$ cat config.mk
export PLATFORM = sky130hd
export DESIGN_NAME = cmd_uart_if
export DESIGN_NICKNAME = d
export VERILOG_FILES = /design/src/rtl/cmd_uart_if.sv
export SDC_FILE = /design/constraint.sdc
export NUM_CORES = 1
export LEC_CHECK = 0
export BUFFER_PORTS_ARGS = -buffer_cell sky130_fd_sc_hd__buf_2
export CAP_MARGIN = 0
export CORE_MARGIN = 2
export CORE_UTILIZATION = 40
export CTS_BUF_LIST = sky130_fd_sc_hd__clkbuf_8 sky130_fd_sc_hd__clkbuf_16
export DETAILED_ROUTE_END_ITERATION = 12
export PLACE_DENSITY_LB_ADDON = 0.2
export SLEW_MARGIN = 15
export SYNTH_ARGS = -nofsm -noshare
export SYNTH_HDL_FRONTEND = slang
export SYNTH_SLANG_ARGS = --single-unit
$ cat constraint.sdc
create_clock -name clk -period 2.75 [get_ports clk]
set_input_delay 0.55 -clock clk [delete_from_list [all_inputs] [get_ports clk]]
set_output_delay 0.55 -clock clk [all_outputs]
set_load 0.005 [all_outputs]
$ cat src/rtl/cmd_uart_if.sv
// ============================================================================
// Module  : cmd_uart_if
// Brief   : 8N1 UART command front end. Builds 16-bit commands from RX byte
//           pairs and transmits a one-byte acknowledge on request.
// Revision: 1.0 - initial release
// ============================================================================
`default_nettype none

module cmd_uart_if #(
  parameter int         BAUD_DIV  = 2604,
  parameter logic [7:0] RESP_BYTE = 8'hA5
) (
  input  logic        clk,
  input  logic        rst,
  input  logic        RX,
  output logic        TX,
  output logic [15:0] cmd,
  output logic        cmd_rdy,
  input  logic        clr_cmd_rdy,
  input  logic        send_resp,
  output logic        tx_busy,
  output logic        resp_sent,
  output logic        frm_err
);

  localparam logic [11:0] DIV_M1  = 12'(BAUD_DIV - 1);
  localparam logic [11:0] HALF_M1 = 12'(BAUD_DIV / 2 - 1);

  localparam logic [1:0] R_IDLE  = 2'd0;
  localparam logic [1:0] R_START = 2'd1;
  localparam logic [1:0] R_DATA  = 2'd2;
  localparam logic [1:0] R_STOP  = 2'd3;

  localparam logic A_HIGH = 1'b0;
  localparam logic A_LOW  = 1'b1;

  localparam logic [1:0] T_IDLE  = 2'd0;
  localparam logic [1:0] T_START = 2'd1;
  localparam logic [1:0] T_DATA  = 2'd2;
  localparam logic [1:0] T_STOP  = 2'd3;

  // ---------------- RX synchronizer and edge detect ----------------
  logic rx_s1, rx_s2, rx_d;
  logic rx_fall;

  always_ff @(posedge clk or posedge rst) begin
    if (rst) begin
      rx_s1 <= 1'b1;
      rx_s2 <= 1'b1;
      rx_d  <= 1'b1;
    end else begin
      rx_s1 <= RX;
      rx_s2 <= rx_s1;
      rx_d  <= rx_s2;
    end
  end

  assign rx_fall = rx_d & ~rx_s2;

  // ---------------- RX FSM ----------------
  logic [1:0]  r_state, r_next;
  logic [11:0] r_cnt;
  logic [2:0]  r_idx;
  logic [7:0]  r_shift;
  logic        r_tick;
  logic        r_begin, r_data_smp, r_stop_smp;
  logic        byte_valid;
  logic [7:0]  byte_data;

  assign r_tick = (r_cnt == 12'd0);

  always_ff @(posedge clk or posedge rst) begin
    if (rst) r_state <= R_IDLE;
    else     r_state <= r_next;
  end

  always_comb begin
    r_next = r_state;
    case (r_state)
      R_IDLE:  if (rx_fall) r_next = R_START;
      R_START: if (r_tick) r_next = rx_s2 ? R_IDLE : R_DATA;
      R_DATA:  if (r_tick && r_idx == 3'd7) r_next = R_STOP;
      R_STOP:  if (r_tick) r_next = R_IDLE;
      default: r_next = R_IDLE;
    endcase
  end

  always_comb begin
    r_begin    = (r_state == R_IDLE) && rx_fall;
    r_data_smp = (r_state == R_DATA) && r_tick;
    r_stop_smp = (r_state == R_STOP) && r_tick;
  end

  always_ff @(posedge clk or posedge rst) begin
    if (rst) begin
      r_cnt      <= 12'd0;
      r_idx      <= 3'd0;
      r_shift    <= 8'd0;
      byte_valid <= 1'b0;
      byte_data  <= 8'd0;
      frm_err    <= 1'b0;
    end else begin
      byte_valid <= 1'b0;
      frm_err    <= 1'b0;
      // Half-bit first so every later sample lands mid-bit.
      if (r_begin)
        r_cnt <= HALF_M1;
      else if (r_state != R_IDLE)
        r_cnt <= r_tick ? DIV_M1 : r_cnt - 12'd1;
      if (r_state == R_START)
        r_idx <= 3'd0;
      if (r_data_smp) begin
        r_shift <= {rx_s2, r_shift[7:1]};
        r_idx   <= r_idx + 3'd1;
      end
      if (r_stop_smp) begin
        if (rx_s2) begin
          byte_valid <= 1'b1;
          byte_data  <= r_shift;
        end else begin
          frm_err <= 1'b1;
        end
      end
    end
  end

  // ---------------- Command assembly FSM ----------------
  logic       a_state, a_next;
  logic [7:0] hold_hi;

  always_ff @(posedge clk or posedge rst) begin
    if (rst) a_state <= A_HIGH;
    else     a_state <= a_next;
  end

  always_comb begin
    a_next = a_state;
    if (frm_err)
      a_next = A_HIGH;
    else if (byte_valid)
      a_next = (a_state == A_HIGH) ? A_LOW : A_HIGH;
  end

  always_ff @(posedge clk or posedge rst) begin
    if (rst) begin
      hold_hi <= 8'd0;
      cmd     <= 16'd0;
      cmd_rdy <= 1'b0;
    end else begin
      if (byte_valid && a_state == A_HIGH)
        hold_hi <= byte_data;
      if (byte_valid && a_state == A_LOW)
        cmd <= {hold_hi, byte_data};
      // Completion has priority; a fresh high byte withdraws a stale command.
      if (byte_valid && a_state == A_LOW)
        cmd_rdy <= 1'b1;
      else if (clr_cmd_rdy || (byte_valid && a_state == A_HIGH))
        cmd_rdy <= 1'b0;
    end
  end

  // ---------------- TX FSM ----------------
  logic [1:0]  t_state, t_next;
  logic [11:0] t_cnt;
  logic [2:0]  t_idx;
  logic        t_tick;

  assign t_tick = (t_cnt == 12'd0);

  always_ff @(posedge clk or posedge rst) begin
    if (rst) t_state <= T_IDLE;
    else     t_state <= t_next;
  end

  always_comb begin
    t_next = t_state;
    case (t_state)
      T_IDLE:  if (send_resp) t_next = T_START;
      T_START: if (t_tick) t_next = T_DATA;
      T_DATA:  if (t_tick && t_idx == 3'd7) t_next = T_STOP;
      T_STOP:  if (t_tick) t_next = T_IDLE;
      default: t_next = T_IDLE;
    endcase
  end

  always_comb begin
    TX      = 1'b1;
    tx_busy = (t_state != T_IDLE);
    case (t_state)
      T_START: TX = 1'b0;
      T_DATA:  TX = RESP_BYTE[t_idx];
      default: TX = 1'b1;
    endcase
  end

  always_ff @(posedge clk or posedge rst) begin
    if (rst) begin
      t_cnt     <= 12'd0;
      t_idx     <= 3'd0;
      resp_sent <= 1'b0;
    end else begin
      resp_sent <= (t_state == T_STOP) && t_tick;
      if (t_state == T_IDLE) begin
        t_cnt <= DIV_M1;
        t_idx <= 3'd0;
      end else begin
        t_cnt <= t_tick ? DIV_M1 : t_cnt - 12'd1;
        if (t_state == T_DATA && t_tick)
          t_idx <= t_idx + 3'd1;
      end
    end
  end

endmodule

`default_nettype wire

==> results.toml <==
[pwr]
p_int_mw = 2.00
irDropWorstVdd_v = 0.000312
power_density_nw_per_um2 = 744
p_sw_share_pct = 33.5
pwr-share-seq_pct = 51.2
p_sw_mw = 1.01
leakage_nw = 1.99
combinationalPowerShare_pct = 22.7
clkPwrFrac_pct = 26.1

[worst_hold_path]
hold_path_class = "primary input to asynchronous set/reset pin"

[floorplanning]
start_util_pct = 41.3
die_area_um2 = 9770
core.rowCount = 34
placeableCoreArea_um2 = 8720
die_y_um = 98.9
ios = 26
die_w_um = 98.9

[timing]
hold_viol = 0
worst_pin_slew_ns = 0.708
clock.fmax_ghz = 0.472
whs_ns = 0.272
period_needed_ns = 2.12
fin_crit_sh_pct = 77.1
rsz0062_at_grt = "no"
setup_tns_ns = 0
finClkSkew_ns = 0.0143
finalWorstSetupSlack_ns = 0.631
setup_viol = 0
slew_violations = 0
relSlewSlack_pct = 52.8

[setup_path]
worstPathRequired_ns = 3.00
cp.arrival_ns = 2.37
start_kind = "flop"
r2r_cells = 7
worstSetupPathType = "flop to flop"
crit_fanout = 10
end_kind = "flop"

[finish]
multi_input_area_um2 = 1450
fillerInstances = 780
fin_nets = 349
drive_gt1_share_pct = 28.8
syn_to_final_growth_pct = 12.3
diodes = 0
utilization_pct = 46.4
final-seq-area_um2 = 2060
stdcell_area_um2 = 4040

[route]
drc = 0
drt_wl_total_um = 6040
first_pass_iters = 4
vias = 2265
drt_iter0_markers = 102
via_per_inst = 5.09
wl_per_cell_um = 13.6
postRouteAntennaNets = 0

[clock_tree]
worstSkewPairLatency_ns = 0.35
cts-root-buf = "clkbuf_8"
cts_resized = 0
post_cts_buffers = 0
postCtsHoldBufs = 0
clockBufferDepth = 2
clkTransAtPathRegs_ns = 0.08
numClockSinks = 82
h-tree-depth = 3
numCtsBuffers = 9
cts_tree = "built"

[yosys]
yosysWarningCount = 0
ys_types = 41
yosys.area_share.xor_xnor_pct = 3.41
synthSimpleGateAreaFrac_pct = 14.1
syn_inst = 301
yosys.area_share.adder_pct = 4.17
synth_nets = 318
syn_area_per_cell_um2 = 12.0
ys_ff_latch = 82
yosys_most_used_dff = "dfrtp_1"
synth_async_sr_flop_share_pct = 100
syn-cell-area_um2 = 3600
synth_compound_area_share_pct = 5.46
yosysSeqAreaShare_pct = 57.1
synth_top_family_by_area = "simple AND/OR/NAND/NOR gates"
synth_edf_count = 0
synthMuxAreaShare_pct = 13.1

[grt]
grt_usage_pct = 13.7
grt_pass1_wl_um = 10600
overflow = 0
grt_max_degree = 47
grt_pass1_vias = 2279
antenna_found_initial = 0

[placed_design]
hpwl_um = 3990
io_buffer_count = 25
place_congestion = 0.813
dpl_cell_area_um2 = 3870
post-place-ws_ns = 0.649

[flow_run]
maxCapViolCount = 0

[outcome]
status = "completed"
## metal layers
metal,track usage (%),vias to the layer above,part of all wire [%]
met2,21.8,34,46
met4,3.79,0,1.4
met5,0,-,0
met3,5.53,6,3.6
met1,17.3,1108,49
li1,-,1117,-
## cell families after synthesis
logic type	after synthesis
AO/OA/AOI/OAI	32
XOR/XNOR	14
adder cells (fa/ha/maj)	12
buffers and inverters	23
flip-flops	82
multiplexers	42
AND/OR/NAND/NOR	96
## cell usage in the layout (no fill, tap or decap), types with 3 or more instances in the layout
master	instances
a21oi_1	9
a31oi_1	3
buf_2	25
buf_4	5
clkbuf_8	9
clkinvlp_4	3
dfrtp_1	79
dfstp_2	3
ha_1	12
inv_1	12
inv_6	3
mux2_2	41
nand2_1	24
nand2b_1	4
nand3_1	13
nand4_1	3
nor2_1	19
nor3_1	11
nor4_1	4
o21ai_0	11
xnor2_1	11
xor2_1	3
## power by group through the flow
| stage | clock network (mW) | logic (mW) | registers [mW] |
|---|---|---|---|
| 6_report | 0.785 | 0.683 | 1.54 |
| 5_1_grt | 0.887 | 0.790 | 1.57 |
| 4_1_cts | 0.826 | 0.692 | 1.54 |
| 3_5_place_dp | 0 | 0.686 | 1.56 |
| 3_3_place_gp | 0 | 0.678 | 1.56 |
| 2_1_floorplan | 0 | 0.547 | 1.51 |
## worst paths after layout
kind,start,end,slack (ns)
max,r_cnt[0]$_DFFE_PP0P_,r_state[0]$_DFFE_PP0P_,0.63
min,rst,t_state[1]$_DFFE_PP0P_,0.27
max reg2reg,r_cnt[0]$_DFFE_PP0P_,r_state[0]$_DFFE_PP0P_,0.63
min reg2reg,rx_s1$_DFF_PP1_,rx_s2$_DFF_PP1_,0.36
max in group asynchronous,rst,byte_valid$_DFF_PP0_,1.82
min in group clk,RX,rx_s1$_DFF_PP1_,0.30
## registers in the layout, indices dropped and copies added (netlist names), 2 cells and up, named ones only
| register | flops |
|---|---|
| t_state | 2 |
| cmd | 16 |
| byte_data | 8 |
| r_idx | 3 |
| t_cnt | 12 |
| r_cnt | 12 |
| r_shift | 8 |
| t_idx | 3 |
| hold_hi | 8 |
## metrics by stage
stage | power, mW | instances
floorplan | 2.06 | 301
global placement | 2.23 | 429
detailed placement | 2.25 | 429
CTS | 3.06 | 445
global route | 3.24 | 445
finish | 3.01 | 445
## critical path, stage by stage (launching register included)
cell and delay [ns]:
dfrtp_1 0.39, inv_1 0.12, ha_1 0.16, nor4b_1 0.39, and3_1 0.40, buf_4 0.23, nand2_1 0.06, a221oi_1 0.26
## area by class of cell
cell class / count / area share (%)
timing repair buffer: 31 / 4.52
clock buffer: 9 / 3.06
tap: 108 / 3.34
clock inverter: 7 / 1.30
multi-input combinational: 196 / 35.8
sequential: 82 / 50.8
inverter: 12 / 1.14
## cell usage after synthesis (3+ instances only)
master    count  area share, %
xor2_1        3           0.73
dfrtp_1      79             55
nor3_1       11            1.5
a21oi_1       9            1.3
clkbuf_1      8           0.83
xnor2_1      11            2.7
nor4_1        4           0.70
nand4_1       3           0.52
nand2_1      24            2.5
nand2b_1      4           0.70
dfstp_2       3            2.2
nor2_1       19            2.0
nand3_1      13            1.8
o21ai_0      11            1.5
a31oi_1       3           0.52
inv_1        12            1.3
mux2_2       41             13
ha_1         12            4.2
Power figures use the tool's default switching activity.
